$ cat config.mk
export PLATFORM = sky130hd
export DESIGN_NAME = ex_stage_flat
export DESIGN_NICKNAME = d
export VERILOG_FILES = /design/src/rtl/ex_stage_pkg.sv /design/src/rtl/ex_stage_if.sv /design/src/rtl/ex_shifter.sv /design/src/rtl/ex_stage.sv /design/src/flat_wrapper.sv
export SDC_FILE = /design/constraint.sdc
export NUM_CORES = 1
export LEC_CHECK = 0
export BUFFER_PORTS_ARGS = -buffer_cell sky130_fd_sc_hd__buf_2
export CORE_ASPECT_RATIO = 2
export CORE_MARGIN = 3
export CORE_UTILIZATION = 38
export DETAILED_ROUTE_END_ITERATION = 12
export RECOVER_POWER = 50
export SKIP_CTS_REPAIR_TIMING = 1
export SYNTH_ARGS = -nofsm -noshare
export SYNTH_HDL_FRONTEND = slang
export SYNTH_SLANG_ARGS = --single-unit
$ cat constraint.sdc
create_clock -name clk -period 9.3 [get_ports clk]
set_input_delay 0.93 -clock clk [delete_from_list [all_inputs] [get_ports clk]]
set_output_delay 0.93 -clock clk [all_outputs]
set_load 0.01 [all_outputs]
$ cat src/rtl/ex_stage_pkg.sv
// rtl/ex_stage_pkg.sv - shared widths, aluop/alusel encodings and constants for the execute stage
package ex_stage_pkg;
  localparam int DATA_W   = 32;
  localparam int REG_AW   = 5;
  localparam int ALUOP_W  = 8;
  localparam int ALUSEL_W = 3;

  localparam logic [DATA_W-1:0] ZERO_WORD     = '0;
  localparam logic              RST_ENABLE    = 1'b1;
  localparam logic              WRITE_ENABLE  = 1'b1;
  localparam logic              WRITE_DISABLE = 1'b0;
  localparam logic [REG_AW-1:0] NOP_REG_ADDR  = '0;

  localparam logic [ALUOP_W-1:0] EXE_NOP_OP  = 8'b0000_0000;
  localparam logic [ALUOP_W-1:0] EXE_AND_OP  = 8'b0010_0100;
  localparam logic [ALUOP_W-1:0] EXE_OR_OP   = 8'b0010_0101;
  localparam logic [ALUOP_W-1:0] EXE_XOR_OP  = 8'b0010_0110;
  localparam logic [ALUOP_W-1:0] EXE_NOR_OP  = 8'b0010_0111;
  localparam logic [ALUOP_W-1:0] EXE_SLL_OP  = 8'b0111_1100;
  localparam logic [ALUOP_W-1:0] EXE_SRL_OP  = 8'b0000_0010;
  localparam logic [ALUOP_W-1:0] EXE_SRA_OP  = 8'b0000_0011;
  localparam logic [ALUOP_W-1:0] EXE_SLLV_OP = 8'b0000_0100;
  localparam logic [ALUOP_W-1:0] EXE_SRLV_OP = 8'b0000_0110;
  localparam logic [ALUOP_W-1:0] EXE_SRAV_OP = 8'b0000_0111;
  localparam logic [ALUOP_W-1:0] EXE_MOVZ_OP = 8'b0000_1010;
  localparam logic [ALUOP_W-1:0] EXE_MOVN_OP = 8'b0000_1011;
  localparam logic [ALUOP_W-1:0] EXE_MFHI_OP = 8'b0001_0000;
  localparam logic [ALUOP_W-1:0] EXE_MTHI_OP = 8'b0001_0001;
  localparam logic [ALUOP_W-1:0] EXE_MFLO_OP = 8'b0001_0010;
  localparam logic [ALUOP_W-1:0] EXE_MTLO_OP = 8'b0001_0011;

  localparam logic [ALUSEL_W-1:0] EXE_RES_NOP   = 3'b000;
  localparam logic [ALUSEL_W-1:0] EXE_RES_LOGIC = 3'b001;
  localparam logic [ALUSEL_W-1:0] EXE_RES_SHIFT = 3'b010;
  localparam logic [ALUSEL_W-1:0] EXE_RES_MOVE  = 3'b011;

  typedef enum logic [1:0] {
    SHIFT_LL = 2'd0,
    SHIFT_RL = 2'd1,
    SHIFT_RA = 2'd2
  } shift_mode_e;
endpackage

$ cat src/rtl/ex_stage_if.sv
// rtl/ex_stage_if.sv - decode-to-execute operation bus, pipeline control and EX/MEM outputs
interface ex_stage_if;
  import ex_stage_pkg::*;

  logic [ALUOP_W-1:0]  aluop_i;
  logic [ALUSEL_W-1:0] alusel_i;
  logic [DATA_W-1:0]   reg1_i;
  logic [DATA_W-1:0]   reg2_i;
  logic [REG_AW-1:0]   wd_i;
  logic                wreg_i;
  logic                stall_i;
  logic                flush_i;
  logic [DATA_W-1:0]   ex_wdata_o;
  logic [REG_AW-1:0]   ex_wd_o;
  logic                ex_wreg_o;
  logic [DATA_W-1:0]   mem_wdata_o;
  logic [REG_AW-1:0]   mem_wd_o;
  logic                mem_wreg_o;
  logic [DATA_W-1:0]   hi_o;
  logic [DATA_W-1:0]   lo_o;

  modport master (
    output aluop_i, alusel_i, reg1_i, reg2_i, wd_i, wreg_i, stall_i, flush_i,
    input  ex_wdata_o, ex_wd_o, ex_wreg_o, mem_wdata_o, mem_wd_o, mem_wreg_o, hi_o, lo_o
  );

  modport slave (
    input  aluop_i, alusel_i, reg1_i, reg2_i, wd_i, wreg_i, stall_i, flush_i,
    output ex_wdata_o, ex_wd_o, ex_wreg_o, mem_wdata_o, mem_wd_o, mem_wreg_o, hi_o, lo_o
  );
endinterface

$ cat src/rtl/ex_shifter.sv
// rtl/ex_shifter.sv - combinational 32-bit barrel shifter (logical left, logical right, arithmetic right)
module ex_shifter
  import ex_stage_pkg::*;
(
  input  logic [DATA_W-1:0] value_i,
  input  logic [4:0]        amount_i,
  input  shift_mode_e       mode_i,
  output logic [DATA_W-1:0] result_o
);

  always_comb begin
    result_o = value_i;
    case (mode_i)
      SHIFT_LL: result_o = value_i << amount_i;
      SHIFT_RL: result_o = value_i >> amount_i;
      SHIFT_RA: result_o = $signed(value_i) >>> amount_i;
      default:  result_o = value_i;
    endcase
  end

endmodule

$ cat src/rtl/ex_stage.sv
// rtl/ex_stage.sv - MIPS execute stage: ALU result, HI/LO registers, EX forwarding and EX/MEM register
module ex_stage
  import ex_stage_pkg::*;
(
  input  logic       clk,
  input  logic       rst,
  ex_stage_if.slave  bus
);

  logic [DATA_W-1:0] logic_res;
  logic [DATA_W-1:0] shift_raw;
  logic [DATA_W-1:0] shift_res;
  logic [DATA_W-1:0] move_res;
  logic [DATA_W-1:0] result;
  logic              shift_hit;
  shift_mode_e       shift_mode;

  logic [DATA_W-1:0] mem_wdata_d, mem_wdata_q;
  logic [REG_AW-1:0] mem_wd_d, mem_wd_q;
  logic              mem_wreg_d, mem_wreg_q;
  logic [DATA_W-1:0] hi_d, hi_q;
  logic [DATA_W-1:0] lo_d, lo_q;
  logic              advance;

  ex_shifter u_shifter (
    .value_i  (bus.reg2_i),
    .amount_i (bus.reg1_i[4:0]),
    .mode_i   (shift_mode),
    .result_o (shift_raw)
  );

  always_comb begin
    logic_res  = ZERO_WORD;
    shift_mode = SHIFT_LL;
    shift_hit  = 1'b0;
    move_res   = ZERO_WORD;
    case (bus.aluop_i)
      EXE_AND_OP: logic_res = bus.reg1_i & bus.reg2_i;
      EXE_OR_OP:  logic_res = bus.reg1_i | bus.reg2_i;
      EXE_XOR_OP: logic_res = bus.reg1_i ^ bus.reg2_i;
      EXE_NOR_OP: logic_res = ~(bus.reg1_i | bus.reg2_i);
      default:    logic_res = ZERO_WORD;
    endcase
    case (bus.aluop_i)
      EXE_SLL_OP, EXE_SLLV_OP: begin shift_mode = SHIFT_LL; shift_hit = 1'b1; end
      EXE_SRL_OP, EXE_SRLV_OP: begin shift_mode = SHIFT_RL; shift_hit = 1'b1; end
      EXE_SRA_OP, EXE_SRAV_OP: begin shift_mode = SHIFT_RA; shift_hit = 1'b1; end
      default:                 shift_hit = 1'b0;
    endcase
    // MOVZ/MOVN condition was already folded into wreg_i by decode
    case (bus.aluop_i)
      EXE_MOVZ_OP, EXE_MOVN_OP: move_res = bus.reg1_i;
      EXE_MFHI_OP:              move_res = hi_q;
      EXE_MFLO_OP:              move_res = lo_q;
      default:                  move_res = ZERO_WORD;
    endcase
  end

  assign shift_res = shift_hit ? shift_raw : ZERO_WORD;

  always_comb begin
    result = ZERO_WORD;
    case (bus.alusel_i)
      EXE_RES_LOGIC: result = logic_res;
      EXE_RES_SHIFT: result = shift_res;
      EXE_RES_MOVE:  result = move_res;
      default:       result = ZERO_WORD;
    endcase
  end

  assign bus.ex_wdata_o = (rst == RST_ENABLE) ? ZERO_WORD     : result;
  assign bus.ex_wd_o    = (rst == RST_ENABLE) ? NOP_REG_ADDR  : bus.wd_i;
  assign bus.ex_wreg_o  = (rst == RST_ENABLE) ? WRITE_DISABLE : bus.wreg_i;

  assign advance = !bus.stall_i && !bus.flush_i;

  always_comb begin
    mem_wdata_d = mem_wdata_q;
    mem_wd_d    = mem_wd_q;
    mem_wreg_d  = mem_wreg_q;
    hi_d        = hi_q;
    lo_d        = lo_q;
    if (bus.flush_i) begin
      mem_wdata_d = ZERO_WORD;
      mem_wd_d    = NOP_REG_ADDR;
      mem_wreg_d  = WRITE_DISABLE;
    end else if (!bus.stall_i) begin
      mem_wdata_d = result;
      mem_wd_d    = bus.wd_i;
      mem_wreg_d  = bus.wreg_i;
    end
    // a stalled MTHI/MTLO retries each cycle and lands on the first free edge
    if (advance && bus.aluop_i == EXE_MTHI_OP) hi_d = bus.reg1_i;
    if (advance && bus.aluop_i == EXE_MTLO_OP) lo_d = bus.reg1_i;
  end

  always_ff @(posedge clk or posedge rst) begin
    if (rst) begin
      mem_wdata_q <= ZERO_WORD;
      mem_wd_q    <= NOP_REG_ADDR;
      mem_wreg_q  <= WRITE_DISABLE;
      hi_q        <= ZERO_WORD;
      lo_q        <= ZERO_WORD;
    end else begin
      mem_wdata_q <= mem_wdata_d;
      mem_wd_q    <= mem_wd_d;
      mem_wreg_q  <= mem_wreg_d;
      hi_q        <= hi_d;
      lo_q        <= lo_d;
    end
  end

  assign bus.mem_wdata_o = mem_wdata_q;
  assign bus.mem_wd_o    = mem_wd_q;
  assign bus.mem_wreg_o  = mem_wreg_q;
  assign bus.hi_o        = hi_q;
  assign bus.lo_o        = lo_q;

endmodule

$ cat src/flat_wrapper.sv
// flat-port wrapper written by rule: the top's interface ports become plain ports
module ex_stage_flat import ex_stage_pkg::*;
  (clk, rst, bus_aluop_i, bus_alusel_i, bus_reg1_i, bus_reg2_i, bus_wd_i, bus_wreg_i, bus_stall_i, bus_flush_i, bus_ex_wdata_o, bus_ex_wd_o, bus_ex_wreg_o, bus_mem_wdata_o, bus_mem_wd_o, bus_mem_wreg_o, bus_hi_o, bus_lo_o);
  ex_stage_if bus_i ();
  input  logic clk;
  input  logic rst;
  input wire logic [$bits(bus_i.aluop_i)-1:0] bus_aluop_i;
  input wire logic [$bits(bus_i.alusel_i)-1:0] bus_alusel_i;
  input wire logic [$bits(bus_i.reg1_i)-1:0] bus_reg1_i;
  input wire logic [$bits(bus_i.reg2_i)-1:0] bus_reg2_i;
  input wire logic [$bits(bus_i.wd_i)-1:0] bus_wd_i;
  input wire logic [$bits(bus_i.wreg_i)-1:0] bus_wreg_i;
  input wire logic [$bits(bus_i.stall_i)-1:0] bus_stall_i;
  input wire logic [$bits(bus_i.flush_i)-1:0] bus_flush_i;
  output wire logic [$bits(bus_i.ex_wdata_o)-1:0] bus_ex_wdata_o;
  output wire logic [$bits(bus_i.ex_wd_o)-1:0] bus_ex_wd_o;
  output wire logic [$bits(bus_i.ex_wreg_o)-1:0] bus_ex_wreg_o;
  output wire logic [$bits(bus_i.mem_wdata_o)-1:0] bus_mem_wdata_o;
  output wire logic [$bits(bus_i.mem_wd_o)-1:0] bus_mem_wd_o;
  output wire logic [$bits(bus_i.mem_wreg_o)-1:0] bus_mem_wreg_o;
  output wire logic [$bits(bus_i.hi_o)-1:0] bus_hi_o;
  output wire logic [$bits(bus_i.lo_o)-1:0] bus_lo_o;
  assign bus_i.aluop_i = bus_aluop_i;
  assign bus_i.alusel_i = bus_alusel_i;
  assign bus_i.reg1_i = bus_reg1_i;
  assign bus_i.reg2_i = bus_reg2_i;
  assign bus_i.wd_i = bus_wd_i;
  assign bus_i.wreg_i = bus_wreg_i;
  assign bus_i.stall_i = bus_stall_i;
  assign bus_i.flush_i = bus_flush_i;
  assign bus_ex_wdata_o = bus_i.ex_wdata_o;
  assign bus_ex_wd_o = bus_i.ex_wd_o;
  assign bus_ex_wreg_o = bus_i.ex_wreg_o;
  assign bus_mem_wdata_o = bus_i.mem_wdata_o;
  assign bus_mem_wd_o = bus_i.mem_wd_o;
  assign bus_mem_wreg_o = bus_i.mem_wreg_o;
  assign bus_hi_o = bus_i.hi_o;
  assign bus_lo_o = bus_i.lo_o;
  ex_stage u_core (.clk(clk), .rst(rst), .bus(bus_i));
endmodule
==> impl_metrics.json, run 1 <==
{
  "async_reset_ff_share_pct": 100,
  "startpoint_type": "input port",
  "grt_max_degree": 71,
  "critical_path_class": "input port to async pin",
  "synth_edf_count": 0,
  "nets": 1734,
  "hold_viol_final": 0,
  "ioPinCount": 225,
  "start_util_pct": 38.9,
  "syn_area_um2": 12400,
  "routed-via-count": 13500,
  "total_power_mw": 1.38,
  "syn_to_final_growth_pct": 10.9,
  "clockBufferDepth": 2,
  "dieArea_um2": 34800,
  "routabilityCongestion": 1.02,
  "power.density_nw_per_um2": 101,
  "overflow": 0,
  "numCtsBuffers": 9,
  "clock-sinks": 102,
  "grt_usage_pct": 38.4,
  "arrival_ps": 5910,
  "end_kind": "async pin",
  "syn_inst": 1473,
  "setup_viol": 0,
  "final_util_pct": 43.1,
  "core.rowCount": 92,
  "cp_max_fo": 70,
  "min_period_ps": 6380,
  "worst_slack_ps": 2920,
  "drt_first_iter_violations": 1421,
  "fin_cells": 2011,
  "maxCapViolCount": 3,
  "fin_tns_setup_ps": 0,
  "die_height_um": 261,
  "dp_hpwl_um": 53100,
  "drt-total-wl_um": 68700,
  "io_buffers": 224,
  "ant_nets": 0,
  "diodes": 0,
  "antenna_found_initial": 0,
  "firstDrtPassIters": 6,
  "period_share_pct": 68.6,
  "fmax_mhz": 157,
  "pre_cts_ws_ps": 3520,
  "r2r_slack_ps": 6920,
  "drive_above_1_share_pct": 19.8,
  "synth_largest_area_cell": "dfrtp_1",
  "syn-num-nets": 1624,
  "dpl.cell_count": 1995,
  "synth_flop_cell": "dfrtp_1",
  "routedWlPerCell_um": 34.1,
  "fin_hold_ws_ps": 500,
  "final.setup_skew_ps": 13.9,
  "first_global_vias": 13300,
  "peakVddDrop_mv": 0.114,
  "design_area_um2": 13700,
  "synth-seq-area-share_pct": 20.7,
  "drc": 0,
  "leakagePower_nw": 5.79,
  "place_area_um2": 13500,
  "hold_class": "flop to flop",
  "drv_slew": 145,
  "rsz0062_at_grt": "no",
  "htreeDepth": 3,
  "outcome": "finished with violations",
  "clk_pin_slew_ps": 80,
  "dieWidth_um": 134,
  "cp.required_ps": 8830,
  "synth_seq_cells": 102,
  "clk_root_buffer_cell": "clkbuf_16",
  "worst_pin_slew_ps": 4150,
  "grt_pass1_wl_um": 97300,
  "slew_headroom_pct": -177,
  "synth_area_leaders": "dfrtp_1 (21%), mux4_2 (11%), mux2i_1 (7.1%)",
  "clock_latency_ps": 390,
  "cts_tree": "done",
  "syn_area_per_cell_um2": 8.39,
  "vias_per_cell": 6.71,
  "yosysMostFrequentCell": "nand2_1",
  "yosysUniqueCellTypes": 96,
  "violations": "max-capacitance violations, max-slew violations",
  "synth_top_area_share_pct": 20.7,
  "core-area_um2": 31800,
  "synth_top_cells_by_count": "nand2_1 (152), nor2_1 (126), o21ai_0 (104)",
  "ys_warn_count": 0
}
## worst max-delay path, stage by stage
cell and delay [ps]:
clkbuf_1 630, clkinvlp_2 1300, clkbuf_1 2990
## layer usage
| layer | share of wire, % | track usage, % | wire, µm |
|---|---|---|---|
| met1 | 34 | 41.2 | 23200 |
| met4 | 10 | 31.4 | 7130 |
| met3 | 6.5 | 5.73 | 4460 |
| met2 | 49 | 66.5 | 33900 |
| met5 | 0 | 0 | 0 |
## layout by cell type, fill, tap and decap left out, types with 11 or more instances in the layout
cell      instances
o211ai_1         31
mux2i_1          88
dfrtp_1         102
buf_4            36
nand2b_1         15
mux2_2           38
nand3_1          20
nand2_1         152
a31oi_1          14
a21oi_1          78
nor2_1          126
clkbuf_1        105
and2_1           11
a22o_1           22
ha_1             66
nor3_1           19
a311oi_1         12
a211oi_1         31
mux4_2           63
buf_2           117
nor2b_1          14
a22oi_1          22
o22ai_1          20
o21ai_0         104
a221oi_1         11
inv_1            63
## where the power goes
group | switching (mW) | leakage, nW | internal [mW]
clock network | 0.215 | 0.143 | 0.189
logic | 0.339 | 4.25 | 0.172
registers | 0.0117 | 1.40 | 0.458
## path summary, 6_finish.rpt
check	startpoint	cells after the start	endpoint
max in group clk	bus_reg1_i[1]	9	bus_ex_wdata_o[9]
hold reg to reg	u_core.bus.mem_wdata_o[4]	2	u_core.bus.mem_wdata_o[4]
setup reg to reg	u_core.bus.lo_o[14]	5	u_core.bus.mem_wdata_o[14]
hold / removal	u_core.bus.mem_wdata_o[4]	2	u_core.bus.mem_wdata_o[4]
setup / recovery	rst	3	u_core.bus.hi_o[17]
min in group asynchronous	rst	2	u_core.bus.mem_wdata_o[14]
## flip-flops by register name (all words and copies together), names as in the netlist
register                flops
u_core.bus.mem_wdata_o     32
u_core.bus.hi_o            32
u_core.bus.mem_wd_o         5
u_core.bus.mem_wreg_o       1
u_core.bus.lo_o            32
## cell families (layout without fill, tap and decap cells)
kind of cell | Yosys count | count (layout) | synth area share [%]
buf+inv | 229 | 344 | 8.19
compound gates | 460 | 460 | 25.9
mux | 189 | 189 | 22.1
simple gates | 427 | 427 | 16.5
fa+ha+maj | 66 | 66 | 6.68
flops | 102 | 102 | 20.7
## layout make-up
| type | instances | area, µm² |
|---|---|---|
| inverters | 70 | 264 |
| flip-flops and latches | 102 | 2550 |
| fillers | 3434 | 18100 |
| repair buffers | 258 | 1250 |
| well taps | 423 | 529 |
| multi-input cells | 1142 | 8810 |
| clock buffers | 9 | 225 |
| clock inverters | 7 | 70.1 |
No activity file was read; power rests on OpenSTA's default activity.
==> inputs of run 2 (changes only) <==
- clock period: 9.3 -> 5.2 ns (I/O delays scaled with it)
==> run 2 against run 1 <==
Compared with the run above: the run still ends with max-capacitance violations, max-slew violations left; critical path depth grew 7; combinational power grew 83%; die area is the same; routed wire length grew 1.1%; cell area grew 1.9%; largest power group unchanged; highest routed layer unchanged.
==> impl_metrics.json, run 2 (same netlist as run 1, synthesis figures left out) <==
{
  "outcome": "finished with violations",
  "violations": "max-capacitance violations, max-slew violations",
  "min_path_cells": 3,
  "ff_latch_area_um2": 2550,
  "htreeDepth": 3,
  "syn_to_final_growth_pct": 13.0,
  "r2r_cells": 5,
  "grt_usage_pct": 39.0,
  "worst_pin_slew_ps": 2010,
  "fill_cells": 3305,
  "cp_cell_sequence": "buf_4, buf_12, buf_4, inv_2, o31ai_1, or3_1, a211oi_1, nor3_1, nor2_1, buf_2",
  "arrival_ps": 3860,
  "path_buf_inv": 5,
  "drive_above_1_share_pct": 21.1,
  "internal_power_mw": 1.48,
  "leakagePower_nw": 5.93,
  "cp_slowest_cell": "nor3_1",
  "die_height_um": 261,
  "cts_tree": "done",
  "drc": 0,
  "maxCapViolCount": 2,
  "end_kind": "primary output",
  "grt_max_degree": 81,
  "crit_family": "buffers and inverters",
  "nets": 1765,
  "multiInputGateArea_um2": 8810,
  "final_cell_mix": "nand2_1 (152), nor2_1 (126), buf_2 (112)",
  "critical_path_class": "input port to primary output",
  "clk_root_buffer_cell": "clkbuf_16",
  "io_buffers": 224,
  "first_global_vias": 13100,
  "seqPwrFrac_pct": 33.3,
  "overflow": 0,
  "numCtsBuffers": 9,
  "cp_common_cell": "buf_4",
  "drt_first_iter_violations": 1519,
  "ioPinCount": 225,
  "slew_headroom_pct": -34.2,
  "ant_nets": 0,
  "hp-start": "bus_wreg_i",
  "crit_cells": 10,
  "drt-total-wl_um": 69400,
  "pwr-share-clk_pct": 29.5,
  "dieArea_um2": 34800,
  "startpoint_type": "input port",
  "switching_power_mw": 1.04,
  "cp_max_fo": 64,
  "antenna_found_initial": 0,
  "period_share_pct": 84.2,
  "routabilityCongestion": 1.05,
  "drv_slew": 110,
  "p_sw_share_pct": 41.4,
  "grt_pass1_wl_um": 98000,
  "final_common_cell": "nand2_1",
  "pwr-share-comb_pct": 37.1,
  "min_period_ps": 4380,
  "firstDrtPassIters": 6,
  "final.setup_skew_ps": 14.6,
  "clock-sinks": 102,
  "setup_viol": 0,
  "crit_start": "bus_reg1_i[1]",
  "routedWlPerCell_um": 34.0,
  "dieWidth_um": 134,
  "hold_class": "input port to flop",
  "power.density_nw_per_um2": 180,
  "vias_per_cell": 6.61,
  "design_area_um2": 14000,
  "place_area_um2": 13800,
  "peakVddDrop_mv": 0.219,
  "clk_pin_slew_ps": 90,
  "clock_latency_ps": 390,
  "fmax_mhz": 228,
  "cpPeakStageDelay_ps": 710,
  "start_util_pct": 38.9,
  "cp.required_ps": 4680,
  "fin_tns_setup_ps": 0,
  "hold_viol_final": 0,
  "timing.rr.start": "u_core.bus.lo_o[14]",
  "rsz0062_at_grt": "no",
  "diodes": 0,
  "core-area_um2": 31800,
  "dp_hpwl_um": 54800,
  "core.rowCount": 92,
  "routed-via-count": 13500,
  "clockBufferDepth": 2
}
run 2: cell count changes in the layout (fill, tap and decap cells not counted), sizes merged:
cell | before | now
clkinvlp | 2 | 3
clkbuf | 114 | 119
buf | 153 | 179
clkinv | 7 | 6
run 2: path summary, 6_finish.rpt:
path | end | slack (ps)
setup / recovery | bus_ex_wdata_o[12] | 820
hold / removal | u_core.bus.mem_wreg_o | 390
setup reg to reg | u_core.bus.mem_wdata_o[14] | 2670
hold reg to reg | u_core.bus.mem_wdata_o[4] | 510
max in group asynchronous | u_core.bus.hi_o[16] | 1550
min in group asynchronous | u_core.bus.lo_o[1] | 970
run 2: layout make-up:
| cell class | count | area share, % |
|---|---|---|
| well taps | 423 | 3.79 |
| inverters | 70 | 1.89 |
| clock inverters | 7 | 0.502 |
| flip-flops and latches | 102 | 18.3 |
| clock buffers | 9 | 1.61 |
| repair buffers | 289 | 10.9 |
| multi-input cells | 1142 | 63.1 |
run 2: stage by stage:
stage / setup slack (ps) / hold slack [ps] / cells / power, mW / utilization (%)
after floorplan: 1450 / 513 / 1473 / 1.41 / -
after global placement: 895 / 460 / 2026 / 1.77 / 43.5
after detailed placement: 871 / 487 / 2026 / 1.77 / 43.5
after CTS: 875 / 381 / 2042 / 2.51 / 44.4
after global routing: 699 / 421 / 2042 / 2.60 / 43.9
final: 821 / 386 / 2042 / 2.52 / 43.9
run 2: tightest hold or removal path, stage by stage:
cell,delay (ps)
buf_2,80
mux2i_1,60
nor2_1,70
run 2: power groups by stage:
stage	registers [mW]	clock network, mW	logic (mW)
2_1_floorplan	0.862	0	0.550
3_3_place_gp	0.853	0	0.920
3_5_place_dp	0.853	0	0.918
4_1_cts	0.837	0.752	0.921
5_1_grt	0.841	0.776	0.981
6_report	0.838	0.743	0.935
run 2: per-layer routing:
layer / vias up / GRT usage, % / part of all wire [%]
li1: 5803 / - / -
met1: 6650 / 42.0 / 33
met2: 811 / 67.3 / 50
met3: 242 / 5.67 / 6.7
met4: 0 / 31.9 / 10
met5: - / 0 / 0
==> inputs of run 3 (changes only) <==
- ABC_AREA: default -> 1
- clock period: 5.2 -> 4.23 ns (I/O delays scaled with it)
==> run 3 against run 2 <==
Compared with the run above: the run still ends with max-capacitance violations, max-slew violations left; flip-flop and latch count unchanged; cell area fell by 12%; first-iteration DRC count is 24% lower; setup slack got worse by 67 ps; final cell count up 13%; critical path depth is 3 higher; critical endpoint is now bus_ex_wdata_o[29]; non-clock buffer count down 32; sequential power increased by 22%; utilization increased by 0.43 points; register-to-register slack got worse by 20 ps.
==> impl_metrics.json, run 3 <==
{
  "outcome": "finished with violations",
  "violations": "max-capacitance violations, max-slew violations",
  "grt_max_degree": 69,
  "routabilityCongestion": 1.10,
  "clk_pin_slew_ps": 70,
  "period_share_pct": 82.2,
  "hold_viol_final": 0,
  "r2r_end": "u_core.bus.mem_wdata_o[10]",
  "async_reset_ff_share_pct": 100,
  "maxCapViolCount": 2,
  "fin_tns_setup_ps": 0,
  "drt-total-wl_um": 59000,
  "synth_flop_cell": "dfrtp_1",
  "synth-seq-area-share_pct": 23.6,
  "fmax_mhz": 288,
  "end_kind": "primary output",
  "vias_per_cell": 5.90,
  "synth_top_area_share_pct": 23.6,
  "drc": 0,
  "slew_headroom_pct": -83.0,
  "final.setup_skew_ps": 11.2,
  "syn_to_final_growth_pct": 13.9,
  "fill_cells": 3100,
  "grt_pass1_wl_um": 85800,
  "syn-num-nets": 1950,
  "numCtsBuffers": 9,
  "ys_warn_count": 0,
  "final_common_cell": "nand2_1",
  "yosysUniqueCellTypes": 38,
  "synth_edf_count": 0,
  "min_period_ps": 3480,
  "yosysMostFrequentCell": "nand2_1",
  "r2r_slack_ps": 2650,
  "hold_class": "input port to flop",
  "syn_inst": 1799,
  "routed-via-count": 13600,
  "power.density_nw_per_um2": 222,
  "clockBufferDepth": 2,
  "multiInputGateArea_um2": 7230,
  "drt_first_iter_violations": 1151,
  "dieWidth_um": 125,
  "worst_pin_slew_ps": 2730,
  "startpoint_type": "input port",
  "core.rowCount": 86,
  "dieArea_um2": 30700,
  "core-area_um2": 27800,
  "timing.rr.start": "u_core.bus.hi_o[10]",
  "drv_slew": 78,
  "final_cell_mix": "nand2_1 (547), nand3_1 (427), o21ai_0 (151)",
  "critical_path_class": "input port to primary output",
  "rsz0062_at_grt": "no",
  "htreeDepth": 3,
  "clock-sinks": 102,
  "cts_tree": "done",
  "grt_usage_pct": 37.5,
  "io_buffers": 224,
  "first_global_vias": 13300,
  "syn_area_per_cell_um2": 6.01,
  "dp_hpwl_um": 46000,
  "synth_top_cells_by_count": "nand2_1 (548), nand3_1 (427), o21ai_0 (151)",
  "total_power_mw": 2.73,
  "setup_viol": 0,
  "die_height_um": 245,
  "ant_nets": 0,
  "leakagePower_nw": 6.37,
  "ioPinCount": 225,
  "firstDrtPassIters": 8,
  "clock_latency_ps": 370,
  "cp_max_fo": 37,
  "cp-endpoint": "bus_ex_wdata_o[29]",
  "ff_latch_area_um2": 2550,
  "synth_seq_cells": 102,
  "nets": 2096,
  "arrival_ps": 3050,
  "overflow": 0,
  "syn_area_um2": 10800,
  "synth_area_leaders": "dfrtp_1 (24%), nand3_1 (20%), nand2_1 (19%)",
  "crit_start": "bus_reg1_i[0]",
  "peakVddDrop_mv": 0.143,
  "synth_largest_area_cell": "dfrtp_1",
  "antenna_found_initial": 2,
  "clk_root_buffer_cell": "clkbuf_16",
  "drive_above_1_share_pct": 10.1,
  "r2r_cells": 6,
  "cp.required_ps": 3810,
  "routedWlPerCell_um": 25.6,
  "start_util_pct": 39.0
}
run 3: final cells by class:
type | count | area share (%)
multi-input combinational | 1438 | 58.7
sequential | 102 | 20.7
timing repair buffer | 257 | 10.4
inverter | 137 | 4.20
tap | 352 | 3.58
clock buffer | 10 | 1.86
clock inverter | 6 | 0.559
antenna | 2 | 0.0406
run 3: cells by family after synthesis:
logic type / synth area share (%)
flip-flops: 23.6
AO/OA/AOI/OAI: 16.3
buffers and inverters: 9.78
AND/OR/NAND/NOR: 42.7
adder cells (fa/ha/maj): 7.63
run 3: per-stage QoR:
stage	setup WS (ps)	cell area [µm²]	instances	hold WS (ps)	util (%)
3_5_place_dp	894	12200	2286	462	43.8
2_1_floorplan	771	10800	1799	515	-
5_1_grt	564	12300	2304	320	44.4
3_3_place_gp	889	12200	2286	458	43.8
4_1_cts	889	12500	2302	301	44.9
6_report	754	12300	2304	307	44.4
run 3: how the worst min path moves through the flow:
stage / from / end / slack (ps) / cells after the start
after floorplan: u_core.bus.mem_wdata_o[0] / u_core.bus.mem_wdata_o[0] / 520 / 2
after global placement: u_core.bus.mem_wdata_o[1] / u_core.bus.mem_wdata_o[1] / 460 / 2
after detailed placement: u_core.bus.mem_wdata_o[18] / u_core.bus.mem_wdata_o[18] / 460 / 2
after CTS: bus_reg1_i[29] / u_core.bus.hi_o[29] / 300 / 3
after global routing: bus_reg1_i[29] / u_core.bus.hi_o[29] / 320 / 3
final: bus_reg1_i[29] / u_core.bus.hi_o[29] / 310 / 3
run 3: power breakdown:
part | switching (mW) | total [mW] | internal [mW]
combinational | 0.610 | 0.824 | 0.214
sequential | 0.0189 | 1.02 | 1.00
clock | 0.422 | 0.887 | 0.464
run 3: metal layers:
layer | vias up | global-route usage, % | share of wire (%)
li1 | 6323 | - | -
met1 | 6394 | 37.7 | 33
met2 | 657 | 65.6 | 50
met3 | 214 | 4.86 | 5.2
met4 | 0 | 35.8 | 12
met5 | - | 0 | 0
run 3: critical path, cell delays in order:
cell and delay [ps]:
buf_2 100, clkinv_2 480, nand2_1 310, nand3_1 120
nand3_1 150, nand3_1 290, nand3_1 150, nand2_1 60
nor2_1 350, nand2_1 170, nand2_1 130, a21oi_1 80
buf_2 240
